**src/rtl/axil_router_pkg.sv**
```systemverilog
// axil_router_pkg: response codes, FSM states and default client address map for axil_client_router.
package axil_router_pkg;
  localparam logic [1:0] RESP_OKAY   = 2'b00;
  localparam logic [1:0] RESP_SLVERR = 2'b10;
  localparam logic [1:0] RESP_DECERR = 2'b11;
  localparam int MAX_NCLIENT = 16;
  localparam int DEF_NCLIENT = 5;
  localparam int DEF_ADDR_W = 18;
  localparam logic [DEF_NCLIENT*DEF_ADDR_W-1:0] DEF_BASE =
    {18'h12000, 18'h11000, 18'h02000, 18'h01000, 18'h00100};
  localparam logic [DEF_NCLIENT*DEF_ADDR_W-1:0] DEF_MASK =
    {18'h3F000, 18'h3F000, 18'h3F000, 18'h3F000, 18'h3FF00};
  typedef enum logic [1:0] {
    ST_IDLE = 2'd0,
    ST_PEND = 2'd1,
    ST_RESP = 2'd2
  } state_t;
endpackage

```
**src/rtl/axil_router_decode.sv**
```systemverilog
// axil_router_decode: address to one-hot client select, lowest matching index wins.
module axil_router_decode #(
  parameter int NCLIENT = 5,
  parameter int ADDR_W = 18,
  parameter logic [NCLIENT*ADDR_W-1:0] BASE_ADDR = '0,
  parameter logic [NCLIENT*ADDR_W-1:0] ADDR_MASK = '0
) (
  input  logic [ADDR_W-1:0]  addr,
  output logic [NCLIENT-1:0] sel,
  output logic               hit
);
  logic [NCLIENT-1:0] match;
  for (genvar i = 0; i < NCLIENT; i++) begin : g_match
    assign match[i] = (addr & ADDR_MASK[i*ADDR_W +: ADDR_W]) == BASE_ADDR[i*ADDR_W +: ADDR_W];
  end
  // isolating the lowest set bit gives priority to the lowest index
  assign sel = match & (~match + NCLIENT'(1));
  assign hit = |match;
endmodule

```
**src/rtl/axil_client_router.sv**
```systemverilog
// axil_client_router: routes AXI-lite style read/write starts to one-hot register clients.
// Optional ack timeout enabled by defining AXIL_ROUTER_TIMEOUT_EN.
module axil_client_router
  import axil_router_pkg::*;
#(
  parameter int NCLIENT = 5,
  parameter int ADDR_W = 18,
  parameter logic [NCLIENT*ADDR_W-1:0] BASE_ADDR = DEF_BASE,
  parameter logic [NCLIENT*ADDR_W-1:0] ADDR_MASK = DEF_MASK,
  parameter int TIMEOUT_CYC = 1024
) (
  input  logic                  axilClk,
  input  logic                  axilRst,
  input  logic [ADDR_W-1:0]     raddr,
  input  logic                  rstart,
  input  logic                  rready,
  output logic [31:0]           rdata,
  output logic [1:0]            rresp,
  output logic                  rvalid,
  input  logic [ADDR_W-1:0]     waddr,
  input  logic                  wstart,
  input  logic                  bready,
  output logic                  wready,
  output logic [1:0]            bresp,
  output logic                  bvalid,
  output logic [NCLIENT-1:0]    c_rstr,
  output logic [NCLIENT-1:0]    c_wstr,
  input  logic [NCLIENT-1:0]    c_rack,
  input  logic [NCLIENT-1:0]    c_wack,
  input  logic [NCLIENT*32-1:0] c_din,
  output logic [15:0]           timeout_cnt
);
`ifdef AXIL_ROUTER_TIMEOUT_EN
  localparam bit TO_EN = 1'b1;
`else
  localparam bit TO_EN = 1'b0;
`endif
  localparam int TW = $clog2(TIMEOUT_CYC + 1);
  state_t r_st, r_nxt, w_st, w_nxt;
  logic [NCLIENT-1:0] r_sel, w_sel, r_dsel, w_dsel;
  logic r_hit, w_hit, r_ack, w_ack, r_to, w_to;
  logic [TW-1:0] r_cnt, w_cnt;
  logic [31:0] r_din;
  logic [15:0] tcnt;
  logic [16:0] t_sum;
  axil_router_decode #(.NCLIENT(NCLIENT), .ADDR_W(ADDR_W), .BASE_ADDR(BASE_ADDR), .ADDR_MASK(ADDR_MASK))
    u_rdec (.addr(raddr), .sel(r_dsel), .hit(r_hit));
  axil_router_decode #(.NCLIENT(NCLIENT), .ADDR_W(ADDR_W), .BASE_ADDR(BASE_ADDR), .ADDR_MASK(ADDR_MASK))
    u_wdec (.addr(waddr), .sel(w_dsel), .hit(w_hit));
  assign r_ack = |(c_rack & r_sel);
  assign w_ack = |(c_wack & w_sel);
  // an ack arriving in the same cycle as the deadline wins
  assign r_to = TO_EN && r_st == ST_PEND && !r_ack && r_cnt == TW'(TIMEOUT_CYC - 1);
  assign w_to = TO_EN && w_st == ST_PEND && !w_ack && w_cnt == TW'(TIMEOUT_CYC - 1);
  assign c_rstr = (r_st == ST_PEND) ? r_sel : '0;
  assign c_wstr = (w_st == ST_PEND) ? w_sel : '0;
  assign rvalid = r_st == ST_RESP;
  assign bvalid = w_st == ST_RESP;
  assign wready = w_st == ST_PEND && (w_ack || w_to);
  always_comb begin
    r_din = '0;
    for (int i = 0; i < NCLIENT; i++) r_din = r_din | (c_din[i*32 +: 32] & {32{r_sel[i]}});
  end
  always_comb begin
    r_nxt = r_st;
    if (r_st == ST_IDLE && rstart) r_nxt = r_hit ? ST_PEND : ST_RESP;
    if (r_st == ST_PEND && (r_ack || r_to)) r_nxt = ST_RESP;
    if (r_st == ST_RESP && rready) r_nxt = ST_IDLE;
  end
  always_comb begin
    w_nxt = w_st;
    if (w_st == ST_IDLE && wstart) w_nxt = w_hit ? ST_PEND : ST_RESP;
    if (w_st == ST_PEND && (w_ack || w_to)) w_nxt = ST_RESP;
    if (w_st == ST_RESP && bready) w_nxt = ST_IDLE;
  end
  always_ff @(posedge axilClk) begin
    if (axilRst) begin
      r_st <= ST_IDLE;
      r_sel <= '0;
      r_cnt <= '0;
      rdata <= '0;
      rresp <= '0;
    end else begin
      r_st <= r_nxt;
      if (r_st == ST_IDLE && rstart) begin
        r_sel <= r_dsel;
        r_cnt <= '0;
        rdata <= '0;
        rresp <= r_hit ? RESP_OKAY : RESP_DECERR;
      end
      if (r_st == ST_PEND) begin
        r_cnt <= r_cnt + TW'(1);
        rdata <= r_ack ? r_din : '0;
        rresp <= r_ack ? RESP_OKAY : RESP_SLVERR;
      end
    end
  end
  always_ff @(posedge axilClk) begin
    if (axilRst) begin
      w_st <= ST_IDLE;
      w_sel <= '0;
      w_cnt <= '0;
      bresp <= '0;
    end else begin
      w_st <= w_nxt;
      if (w_st == ST_IDLE && wstart) begin
        w_sel <= w_dsel;
        w_cnt <= '0;
        bresp <= w_hit ? RESP_OKAY : RESP_DECERR;
      end
      if (w_st == ST_PEND) begin
        w_cnt <= w_cnt + TW'(1);
        bresp <= w_ack ? RESP_OKAY : RESP_SLVERR;
      end
    end
  end
  assign t_sum = {1'b0, tcnt} + 17'(r_to) + 17'(w_to);
  always_ff @(posedge axilClk) begin
    if (axilRst) tcnt <= '0;
    else tcnt <= t_sum[16] ? 16'hFFFF : t_sum[15:0];
  end
  assign timeout_cnt = tcnt;
endmodule

```
**config.mk**
```make
export PLATFORM = sky130hd
export DESIGN_NAME = axil_client_router
export DESIGN_NICKNAME = d
export VERILOG_FILES = /design/src/rtl/axil_router_pkg.sv /design/src/rtl/axil_router_decode.sv /design/src/rtl/axil_client_router.sv
export SDC_FILE = /design/constraint.sdc
export NUM_CORES = 1
export LEC_CHECK = 0
export CORE_AREA = 2 2 107 109
export DETAILED_ROUTE_END_ITERATION = 8
export DIE_AREA = 0 0 109 111
export PLACE_DENSITY = 0.73
export SYNTH_ARGS = -nofsm -noshare
export SYNTH_HDL_FRONTEND = slang
export SYNTH_HIERARCHICAL = 1
export SYNTH_SLANG_ARGS = --single-unit
```
**constraint.sdc**
```tcl
create_clock -name axilClk -period 2 [get_ports axilClk]
set_clock_uncertainty 0.05 [all_clocks]
set_input_delay 0.2 -clock axilClk [delete_from_list [all_inputs] [get_ports axilClk]]
set_output_delay 0.2 -clock axilClk [all_outputs]
set_load 0.02 [all_outputs]
```
---- After elaboration in Yosys (flattened, before gate mapping) ----
Index checks and enable logic that the tools add are counted.
storage, ports and cells
  register bits after elaboration ......... 50
  memory bits (writable) .................. 0
  memory bits (read-only) ................. 0
  memories kept ........................... 0
  logic and storage cells ................. 79
  bits of input ports ..................... 212
  output and inout port bits .............. 65
  latch bits .............................. 0
operators by class
  bitwise gates (word level) .............. 15
  equal/unequal tests ..................... 14
  order comparisons ....................... 0
  divide/modulo/power cells ............... 0
  reduce and logical (&&, ||, !) cells .... 20
  shifts and indexed selects .............. 0
  multipliers ............................. 0
  add/subtract/negate cells ............... 2
  multiplexer cells ....................... 19
operators with widths
  kind                 count
  $and 32x32->32       5
  $or 32x32->32        4
  $mux 32              3
  $mux 2               14
  $eq 6x5->1 const B   4
  $and 5x5->5          4
  $eq 10x1->1 const B  2
  $reduce_or 5->1      4
  $eq 6x1->1 const B   2
  $eq 6x2->1 const B   2
  $add 5x1->5 const B  2
  $mux 5               2
  $not 5->5            2
  $reduce_bool 2->1    4
  $logic_and 1x1->1    6
  $reduce_or 3->1      2
  $eq 2x1->1 const B   2
  $eq 2x2->1 const B   2
  $logic_not 2->1      2
  $reduce_or 2->1      2

---- Logic depth before layout (Yosys ltp) ----
Gate-level depths: netlist (run 1).
  word-level depth ........................ 7
  gate-level depth with buffers ........... 6
  gate-level depth less buffers ........... 6

---- By module ----
Netlist (run 1), hierarchy kept.
by module, submodules not included
  module              times used  seq. area each (um^2)  cells each  area each (um^2)
  axil_client_router  1           1001.0                 303         2748.9
  axil_router_decode  2           0.0                    15          93.8

---- Worst setup path before layout (run 1) ----
Ideal clock, no wire load.
  path type ............................... flip-flop to flip-flop
  from .................................... reg r_sel[0]
  to ...................................... reg rdata[0]
  stages on the path, launching flop included .. 6
  arrival time ............................ 1.406 ns
  setup slack ............................. 0.427 ns
  cell sequence ........................... dfxtp_1 buf_6 a222oi_1 a211oi_2 buf_6 a22o_1
on the way
  word-level cells in the longest chain between the ends .. 7
  elaborated cells between the ends (all ways) .. 9
  classes of those cells .................. mux: 2; bitwise: 6; reduce/logical: 1
ends and longest elaborated chain
  element                      line                      RTL
  from (decl)                  axil_client_router.sv:40  logic [NCLIENT-1:0] r_sel, w_sel, r_dsel, w_dsel;
  from (signal assigned)       axil_client_router.sv:86  r_sel <= r_dsel;
  $and 32x32->32               axil_client_router.sv:62  for (int i = 0; i < NCLIENT; i++) r_din = r_din | (c_din[i*32 +: 32] & {32{r_sel[i]}});
  $or 32x32->32 (4 in series)  axil_client_router.sv:62
  $mux 32 (*)                  axil_client_router.sv:93  rdata <= r_ack ? r_din : '0;
  $mux 32 (*)                  axil_client_router.sv:91  if (r_st == ST_PEND) begin
  to (signal assigned)         axil_client_router.sv:93
  to (decl)                    axil_client_router.sv:17  output logic [31:0] rdata,
Every way passes the cells marked *; elsewhere a longest branch is shown, timed or not.
A chain may end at the register's enable or synchronous reset.

---- Worst setup path in the final report (run 1) ----
  from .................................... reg r_sel[1]
  to ...................................... out c_rstr[1]
on the way
  word-level cells in the longest chain between the ends .. 1
ends and longest elaborated chain
  element    line                      RTL
  $mux 5     axil_client_router.sv:55  assign c_rstr = (r_st == ST_PEND) ? r_sel : '0;
  to (decl)  axil_client_router.sv:26  output logic [NCLIENT-1:0] c_rstr,
Every way passes these cells.

==> results of run 1 <==
[per-stage QoR]
stage / TNS [ps] / worst slack (ps) / instance area (sq um) / hold slack [ps] / instances
floorplan: 0 / 427 / 2990 / 330 / 348
global placement: 0 / 59.7 / 5550 / 409 / 711
detailed placement: -5.60 / -4.50 / 5550 / 413 / 711
CTS: 0 / 20.6 / 5730 / 435 / 719
global route: 0 / 14.8 / 5740 / 451 / 719
finish: 0 / 63.8 / 5740 / 430 / 720
[worst max-delay path, stage by stage, from the launching register on]
cell,delay [ps]
dfxtp_1,370
buf_8,240
and2_1,160
clkdlybuf4s50_1,610
[layer usage]
layer	vias up	GRT usage
met5	-	0
met4	0	0.0590
met3	18	0.0558
met2	173	0.369
met1	1776	0.208
li1	1755	-
[power by group]
group	total, mW	internal [mW]	switching [mW]
Sequential	1.03	1.01	0.0182
Clock	0.982	0.597	0.385
Combinational	0.615	0.418	0.197
Total	2.63	2.03	0.600
[cell families after synthesis]
family	synth area share
AOI/OAI and AO/OA	0.345
and+or+nand+nor	0.184
DFF	0.341
buffers and inverters	0.0946
muxes	0.0341
other	0.00128
[sequential cells by signal (all words and copies together) (netlist names)]
register and cells:
r_st 2, w_st 2, w_sel 5, r_sel 5, bresp 2, rresp 2
rdata 32
[worst max path at each step]
| stage | endpoint | slack (ps) | start | cells past startpoint |
|---|---|---|---|---|
| after floorplan | rdata[0] | 430 | r_sel[0] | 5 |
| after global placement | wready | 60 | c_wack[0] | 4 |
| after detailed placement | rdata[25] | -4 | c_rack[0] | 6 |
| after CTS | c_rstr[1] | 20 | r_sel[1] | 3 |
| after global routing | c_rstr[1] | 10 | r_sel[1] | 3 |
| final | c_rstr[1] | 60 | r_sel[1] | 3 |
[cells in the mapped netlist, types with 5 or more instances]
library cell,n,area [sq um]
nand2_1,43,161
nor2b_1,11,68.8
buf_4,16,120
buf_6,5,56.3
a22o_1,32,280
mux2i_1,10,100
a222oi_1,34,340
dfxtp_1,50,1000
nor2_1,17,63.8
clkbuf_1,25,93.8
a22oi_1,34,255
and2_1,10,62.6
a21oi_1,6,30.0
[final cells by class]
cell class / count / area share
inverters: 2 / 0.00131
flip-flops and latches: 50 / 0.175
well taps: 143 / 0.0312
multi-input cells: 250 / 0.303
repair buffers: 266 / 0.459
clock inverters: 3 / 0.00829
clock buffers: 5 / 0.0218
diodes: 1 / 0.000436
[what timing repair did]
action                     in CTS  in global routing
resized for setup              10                  2
setup endpoints to repair      11                  6
pin swaps                       0                  0
gates cloned                    0                  0
==> summary.txt, run 1 <==
Run status
  • Status: finished, final reports clean

Final layout
  • Synth-to-Final Area Change: 95.4%
  • Layout filler cell count: just over 1,000
  • Register area: approximately 1000 sq um
  • Area of the multi-input gates: roughly 1700 sq um
  • Layout cells sized above 1: 0.0781
  • Nets: 787
  • Most frequent cells in the layout: 238 x clkdlybuf4s50_1, 48 x dfxtp_1, 43 x nand2_1, 34 x a222oi_1, 34 x a22oi_1
  • Most common cell after layout, fill and taps aside: clkdlybuf4s50_1
  • Final Core Density: 0.518

Route
  • Met3 WL: 1.28 mm
  • Via density: approximately 5.2
  • DR pass1 iterations: 8
  • Max Used Layer: met4
  • WL per Instance: 17.7 um
  • DRC errors left: 0
  • DR iter-0 viols: ~320
  • DRT met1 WL: around 4.6 mm
  • Vias post-DR: between 3,000 and 4,000
  • Routed wl met2: between 6 and 7 mm
  • Detailed Route WL: between 10 and 15 mm
  • Antenna-violating nets left: 0

Clock tree
  • CTS tree: done
  • Post-CTS setup buffers: 0
  • Worst-skew pair later-pin latency: 290 ps
  • Clock sink count: 50
  • H-tree levels: 2
  • Cts hold-fix bufs: 0
  • CTS Buf Count: 5
  • CTS Root Cell: clkbuf_16
  • Reg clk slew, reported paths: approximately 70 ps
  • Deepest clock path buffer count: 2

GRT
  • Vias in the first global route: about 3,700
  • First-pass GRT wire length: between 15 and 20 mm
  • Total gr overflow: 0
  • Initial antenna violation count: 1
  • Largest net degree at the start of global routing: 35
  • Tot GR Track Use: 0.197

Placed design
  • Post-DP HPWL: just over 10 mm
  • GPL Wtd Cong: around 0.89
  • Port bufs: ~240

Run
  • Max-cap violations: 0

Worst setup path
  • R2R Path Start: r_sel[3]
  • R2R cell count: 5
  • R2r setup slk: roughly 280 ps
  • Reg2Reg Capture Point: rdata[25]
  • Crit end category: output pin
  • Required time worst endpoint: approximately 1800 ps
  • Crit path kind: flop to output pin
  • Crit path DAT: approximately 1700 ps
  • Startpoint Class: flop
  • Worst-path fanout max: 34

Yosys
  • Yosys reg bits: 50
  • Most used flip-flop cell after synthesis: dfxtp_1
  • Synth Cell Area: between 2000 and 3000 sq um
  • EDFF count, synth: 0
  • Seq/Total Area, Yosys: 0.341
  • Post-synth ARST share: 0
  • Mean post-synth cell area: slightly below 9 sq um
  • Yosys cell types: 32
  • Yosys warns: 6
  • Synth Instances: 333

Floorplanning
  • DIE AREA: 12,100 sq um
  • FP Rows: 39
  • Die Y: between 100 and 150 um
  • Initial Util: 0.265
  • Core box area: 11,100 sq um
  • Die X: roughly 110 um
  • Io pins: 277

Min path
  • Worst hold path depth: 1
  • Hold EP: rdata[23]
  • Hold Crit Start: rdata[23]
  • Min-delay worst type: flop to flop

STA
  • Slew HR: 0.589
  • Worst-Margin Slew: 614 ps
  • RSZ-0062 raised after global routing: false
  • Final setup vio count: 0
  • Minimum clock period: 1940 ps
  • Final hold violation count: 0
  • Max Slew Vio Count: 0
  • Final period util: 0.968
  • Maximum clock rate: 516 MHz

Power and ir drop
  • Pleak: ~2.3 nW
  • Peak supply drop: about 410 uV
  • Tot Pwr: 2.63 mW
  • PwrDens: around 460 nW/um^2
(Power assumes the default switching activity.)
==> inputs of run 2 (changes only) <==
--- a/config.mk
+++ b/config.mk
@@ -6,6 +6,8 @@
 export NUM_CORES = 1
 export LEC_CHECK = 0
 export CORE_AREA = 2 2 107 109
+export CTS_BUF_LIST = sky130_fd_sc_hd__clkbuf_8
+export CTS_CLUSTER_SIZE = 28
 export DETAILED_ROUTE_END_ITERATION = 8
 export DIE_AREA = 0 0 109 111
 export PLACE_DENSITY = 0.73
==> run 2 against run 1 <==
- register-to-register slack hardly changed
- wire length is 0.16% higher
- sequential cell count stayed put
- clock power is 25% lower
- cell count stayed put
- count of clock-buffer cells in the layout stayed put
- utilization is 0.46 points lower
- combinational power hardly changed
- setup slack better by 1.1 ps
- critical path depth stayed put
- critical path type unchanged
- largest cell class unchanged
==> summary.txt, run 2 (synthesized netlist as in run 1, its figures left out) <==
Final layout
  • Fin area: 5690 sq um (-0.89%)
  • Synth-to-Final Area Change: 93.7%
  • Most frequent cells in the layout: 238 x clkdlybuf4s50_1, 48 x dfxtp_1, 43 x nand2_1, 34 x a222oi_1, 34 x a22oi_1
  • Layout cells sized above 1: 0.0781 (unchanged)
  • Nets: 787 (unchanged)
  • Top reg by flops: rdata
  • Max reg flops: 32 (unchanged)
  • Most common cell after layout, fill and taps aside: clkdlybuf4s50_1
  • Final non-filler cell total: 720 (unchanged)
  • Top flop regs: rdata (32), r_sel (5), w_sel (5)

Power and ir drop
  • Pleak: 2.24 nW (-1.1%)
  • P_sw: 0.576 mW (-3.9%)
  • Peak supply drop: 270 uV (-34%)
  • Net Sw Frac: 0.242 (+0.0132)
  • Tot Pwr: 2.38 mW (-9.2%)
  • Clock power frac: 0.311 (-0.063)
  • Seq pwr share: 0.431 (+0.039)
  • Int Pwr: 1.81 mW (-11%)
  • Combinational power share: 0.258 (+0.024)
  • PwrDens: 419 nW/um^2 (-8.4%)

STA
  • RSZ-0062 raised after global routing: false
  • Final setup vio count: 0 (unchanged)
  • Slew HR: 0.590 (about the same)
  • Minimum clock period: 1940 ps (-1.10 ps)
  • Final worst setup slack: 64.9 ps (+1.10 ps)
  • Worst-Margin Slew: 614 ps (-0.482 ps)
  • Final hold violation count: 0 (unchanged)
  • Setup TNS Final: 0 ps (unchanged)
  • Final period util: 0.968 (about the same)
  • Maximum clock rate: 517 MHz (about the same)
  • Max Slew Vio Count: 0 (unchanged)

GRT
  • Vias in the first global route: 3,715 (+0.19%)
  • Total gr overflow: 0 (unchanged)
  • First-pass GRT wire length: 18.6 mm (about the same)
  • Initial antenna violation count: 1 (unchanged)
  • Tot GR Track Use: 0.197 (+0.000242)
  • Largest net degree at the start of global routing: 35 (unchanged)

Clock tree
  • Reg clk slew, reported paths: 100 ps (+30 ps)
  • Deepest clock path buffer count: 2 (unchanged)
  • CTS Root Cell: clkbuf_8
  • Post-CTS setup buffers: 0 (unchanged)
  • Clock sink count: 50 (unchanged)
  • CTS Buf Count: 5 (unchanged)
  • Worst-skew pair later-pin latency: 310 ps (+20 ps)
  • CTS tree: done
  • Cts hold-fix bufs: 0 (unchanged)
  • H-tree levels: 2 (unchanged)

Run status
  • Status: finished, final reports clean

Placed design
  • GPL Wtd Cong: 0.888 (unchanged)
  • Cell Area, Placed: 5550 sq um (unchanged)
  • Post-Place Cells: 711 (unchanged)
  • Dpl ws: -4.50 ps (unchanged)
  • Post-DP HPWL: 10.2 mm (unchanged)
  • Port bufs: 244 (unchanged)

Floorplanning
  • DIE AREA: 12,100 sq um (unchanged)
  • Die X: 109 um (unchanged)
  • Core box area: 11,100 sq um (unchanged)
  • Die Y: 111 um (unchanged)
  • Io pins: 277 (unchanged)
  • Initial Util: 0.265 (unchanged)
  • FP Rows: 39 (unchanged)

Worst setup path
  • Required time worst endpoint: 1750 ps (about the same)
  • Startpoint Class: flop
  • Crit end category: output pin
  • R2r setup slk: 280 ps (about the same)
  • Crit path kind: flop to output pin
  • Crit path DAT: 1690 ps (about the same)
  • Worst-path fanout max: 34 (unchanged)

Route
  • Detailed Route WL: 12.8 mm (+0.16%)
  • Vias post-DR: 3,735 (+0.35%)
  • Antenna-violating nets left: 0 (unchanged)
  • WL per Instance: 17.7 um (+0.16%)
  • Via density: 5.19 (+0.35%)
  • DRC errors left: 0 (unchanged)
  • DR pass1 iterations: 6 (-2)
  • DR iter-0 viols: 284 (-12%)

Run
  • Max-cap violations: 0 (unchanged)

Min path
  • Min-delay worst type: flop to flop
==> run 2: cell counts in the layout (fill, tap and decap cells not counted) <==
No cell type changed its count.
==> run 2: cell type report <==
class	count	area (sq um)
Timing Repair Buffer	266	2640
Inverter	2	7.51
Antenna cell	1	2.50
Fill cell	1013	5390
Multi-Input combinational cell	250	1740
Tap cell	143	179
Sequential cell	50	1000
Clock buffer	5	68.8
Clock inverter	3	47.5
==> run 2: critical path, stage by stage (launching register included) <==
cell	delay, ps
dfxtp_1	390
buf_12	210
and2_1	150
clkdlybuf4s50_1	610
==> run 2: power groups by stage <==
| stage | Sequential (mW) | Clock, mW | Combinational (mW) |
|---|---|---|---|
| final | 1.03 | 0.741 | 0.615 |
| after global routing | 1.03 | 0.804 | 0.650 |
| after global placement | 1.05 | 0 | 0.601 |
| after detailed placement | 1.05 | 0 | 0.612 |
| after CTS | 1.03 | 0.771 | 0.616 |
| after floorplan | 1.05 | 0 | 0.165 |
==> run 2: metal layers <==
| layer | vias to the layer above | wire [um] | global-route usage | share of wire |
|---|---|---|---|---|
| li1 | 1757 | - | - | - |
| met1 | 1776 | 4650 | 0.208 | 0.36 |
| met4 | 0 | 283 | 0.0615 | 0.022 |
| met3 | 21 | 1310 | 0.0558 | 0.10 |
| met2 | 181 | 6510 | 0.369 | 0.51 |
| met5 | - | 0 | 0 | 0 |
==> run 2: what timing repair did <==
item | in CTS | in global routing
endpoints found under the setup margin | 11 | 6
gates cloned | 0 | 0
pin swaps | 0 | 0
resized for setup | 11 | 2
==> run 2: through the flow <==
step	hold WS (ps)	util
after floorplan	330	-
after global placement	409	0.501
after detailed placement	413	0.501
after CTS	443	0.513
after global routing	459	0.513
final	436	0.513
==> run 2: final timing paths <==
check               to  startpoint  depth (start not counted)
max          c_rstr[1]    r_sel[1]                          3
min          rdata[23]   rdata[23]                          1
max reg2reg  rdata[25]    r_sel[3]                          5
min reg2reg  rdata[23]   rdata[23]                          1
==> inputs of run 3 (changes only) <==
--- a/config.mk
+++ b/config.mk
@@ -5,12 +5,14 @@
 export SDC_FILE = /design/constraint.sdc
 export NUM_CORES = 1
 export LEC_CHECK = 0
-export CORE_AREA = 2 2 107 109
+export ABC_AREA = 1
+export CORE_MARGIN = 2
+export CORE_UTILIZATION = 36
 export CTS_BUF_LIST = sky130_fd_sc_hd__clkbuf_8
 export CTS_CLUSTER_SIZE = 28
 export DETAILED_ROUTE_END_ITERATION = 8
-export DIE_AREA = 0 0 109 111
-export PLACE_DENSITY = 0.73
+export PLACE_DENSITY = 0.83
+export SKIP_LAST_GASP = 1
 export SYNTH_ARGS = -nofsm -noshare
 export SYNTH_HDL_FRONTEND = slang
 export SYNTH_HIERARCHICAL = 1
==> run 3 against run 2 <==
- synthesized area is 31% higher
- non-clock buffer count is 8 lower
- wire length is 8.1% higher
- sequential power hardly changed
- first-iteration DRC count is 18% lower
- critical endpoint is now c_wstr[4]
- largest power group is now combinational logic
==> summary.txt, run 3 <==
Yosys
  • Synth top area share: 0.317 (-0.0244)
  • Yosys reg bits: 50 (unchanged)
  • Seq/Total Area, Yosys: 0.261 (-0.0804)
  • Yosys warns: 6 (unchanged)
  • Top cells by area, synth: nand2_1 32%, dfxtp_1 26%, inv_1 9.4%, nor2_1 7.0%, nand3_1 6.0%
  • Synth Instances: 720 (+120%)
  • Most used flip-flop cell after synthesis: dfxtp_1
  • Post-synth ARST share: 0 (unchanged)
  • Yosys cell types: 22 (-31%)
  • Count leader, synth: nand2_1
  • EDFF count, synth: 0 (unchanged)
  • Mean post-synth cell area: 5.34 sq um (-39%)
  • Synth Cell Area: 3840 sq um (+31%)
  • Largest area contributor in the netlist: nand2_1
  • Synth cell count leaders: 324 x nand2_1, 96 x inv_1, 72 x nor2_1

Route
  • Antenna-violating nets left: 0 (unchanged)
  • DR iter-0 viols: 233 (-18%)
  • Via density: 4.45 (-14%)
  • WL per Instance: 12.7 um (-28%)
  • Detailed Route WL: 13.8 mm (+8.1%)
  • DRC errors left: 0 (unchanged)
  • DR pass1 iterations: 4 (-2)
  • Vias post-DR: 4,841 (+30%)

Worst setup path
  • R2r setup slk: 290 ps (about the same)
  • Crit path kind: flop to output pin
  • Worst setup endpoint: c_wstr[4]
  • Required time worst endpoint: 1750 ps (about the same)
  • Startpoint Class: flop
  • CP startpoint: w_st[1]
  • R2R cell count: 6 (+1)
  • Crit path DAT: 1630 ps (-60 ps)
  • Crit end category: output pin
  • Worst-path fanout max: 8 (-76%)
  • R2R Path Start: r_st[1]
  • Reg2Reg Capture Point: rdata[31]

STA
  • Max Slew Vio Count: 0 (unchanged)
  • Slew HR: 0.457 (-0.133)
  • Minimum clock period: 1880 ps (-55.2 ps)
  • Final worst setup slack: 120 ps (+55.2 ps)
  • Worst-Margin Slew: 813 ps (+200 ps)
  • Final hold violation count: 0 (unchanged)
  • RSZ-0062 raised after global routing: false
  • Maximum clock rate: 532 MHz (+2.9%)
  • Final period util: 0.940 (-0.0276)
  • Setup TNS Final: 0 ps (unchanged)
  • Final setup vio count: 0 (unchanged)

Power and ir drop
  • Tot Pwr: 2.75 mW (+15%)
  • Peak supply drop: 343 uV (+27%)
  • PwrDens: 429 nW/um^2 (+2.3%)
  • Pleak: 3.24 nW (+44%)

Clock tree
  • Deepest clock path buffer count: 2 (unchanged)
  • CTS Root Cell: clkbuf_8
  • Worst-skew pair later-pin latency: 300 ps (about the same)
  • Cts hold-fix bufs: 0 (unchanged)
  • Clock sink count: 50 (unchanged)
  • CTS tree: done
  • H-tree levels: 2 (unchanged)
  • CTS Buf Count: 5 (unchanged)
  • Reg clk slew, reported paths: 90 ps (about the same)
  • Post-CTS setup buffers: 0 (unchanged)

Placed design
  • Port bufs: 244 (unchanged)
  • Dpl ws: 113 ps (+118 ps)
  • GPL Wtd Cong: 0.828 (-6.7%)
  • Post-DP HPWL: 10.8 mm (+6.5%)

GRT
  • Initial antenna violation count: 0 (-1)
  • First-pass GRT wire length: 21.5 mm (+15%)
  • Vias in the first global route: 4,459 (+20%)
  • Largest net degree at the start of global routing: 37 (+5.7%)
  • Total gr overflow: 0 (unchanged)
  • Tot GR Track Use: 0.234 (+0.0365)

Min path
  • Min-delay worst type: input pin to flop

Final layout
  • Layout cells sized above 1: 0.0463 (-0.0319)
  • Most frequent cells in the layout: 324 x nand2_1, 233 x clkdlybuf4s50_1, 96 x inv_1, 72 x nor2_1, 50 x dfxtp_1
  • Synth-to-Final Area Change: 66.9%
  • Nets: 1,162 (+48%)
  • Antenna cells: 0 (-1)
  • Max reg flops: 32 (unchanged)
  • Top reg by flops: rdata
  • Most common cell after layout, fill and taps aside: nand2_1
  • Top flop regs: rdata (32), r_sel (5), w_sel (5)

Floorplanning
  • Die Y: 107 um (-3.3%)
  • DIE AREA: 11,500 sq um (-4.8%)
  • Initial Util: 0.372 (+0.107)
  • FP Rows: 37 (-5.1%)
  • Io pins: 277 (unchanged)
  • Die X: 107 um (-1.6%)
  • Core box area: 10,300 sq um (-6.8%)

Run status
  • Status: finished, final reports clean

Run
  • Max-cap violations: 0 (unchanged)
[run 3: cell count changes after synthesis, moves of 34 or more]
cell	change
a22oi_1	-34
a222oi_1	-34
nor2_1	+55
nand2_1	+281
nand3_1	+44
a21oi_1	+35
inv_1	+94
[run 3: power breakdown]
part | total, mW | internal [mW] | switching, mW
Combinational | 1.08 | 0.544 | 0.537
Clock | 0.619 | 0.279 | 0.341
Sequential | 1.05 | 1.03 | 0.0215
Total | 2.75 | 1.85 | 0.899
[run 3: critical path, stage by stage (launching register included)]
cell,delay [ps]
dfxtp_1,310
inv_1,100
nand2_1,180
nor2_1,120
clkdlybuf4s50_1,610
[run 3: what timing repair did]
action / CTS / global route
endpoints found under the hold margin: 0 / 0
endpoints found under the setup margin: 5 / 5
resized for setup: 5 / 5
[run 3: routing by layer]
| layer | share of wire | GRT usage | up-vias |
|---|---|---|---|
| met2 | 0.48 | 0.421 | 186 |
| li1 | - | - | 2575 |
| met1 | 0.42 | 0.276 | 2064 |
| met4 | 0.020 | 0.0659 | 0 |
| met3 | 0.081 | 0.0527 | 16 |
| met5 | 0 | 0 | - |
[run 3: how the worst min path moves through the flow]
| stage | cells after the start | endpoint | slack (ps) | startpoint |
|---|---|---|---|---|
| global placement | 2 | rresp[0] | 400 | rresp[0] |
| global route | 4 | r_st[1] | 320 | axilRst |
| CTS | 4 | r_st[1] | 300 | axilRst |
| floorplan | 3 | r_st[1] | 330 | rready |
| finish | 4 | r_st[1] | 320 | axilRst |
| detailed placement | 2 | rdata[9] | 400 | rdata[9] |
[run 3: kinds of logic (layout without fill, tap and decap cells)]
family                 Yosys count  in the layout  share of synthesized area
DFF                             50             50                      0.261
buffers and inverters          154            370                      0.183
other                            1             16                   0.000976
AOI/OAI and AO/OA               61             61                     0.0863
and+or+nand+nor                454            454                      0.469
[run 3: area by class of cell]
| class | count | area [sq um] |
|---|---|---|
| tap | 136 | 170 |
| inverter | 104 | 390 |
| clock buffer | 6 | 82.6 |
| timing repair buffer | 258 | 2560 |
| fill | 1031 | 3910 |
| clock inverter | 2 | 12.5 |
| sequential | 50 | 1000 |
| multi-input combinational | 531 | 2190 |
[run 3: stage by stage]
stage	std cells	hold WS, ps	utilization	instance area (sq um)
after global routing	1087	322	0.621	6410
after global placement	1079	399	0.611	6310
after detailed placement	1079	404	0.611	6310
after CTS	1087	298	0.620	6400
after floorplan	735	329	-	3900
final	1087	317	0.621	6410
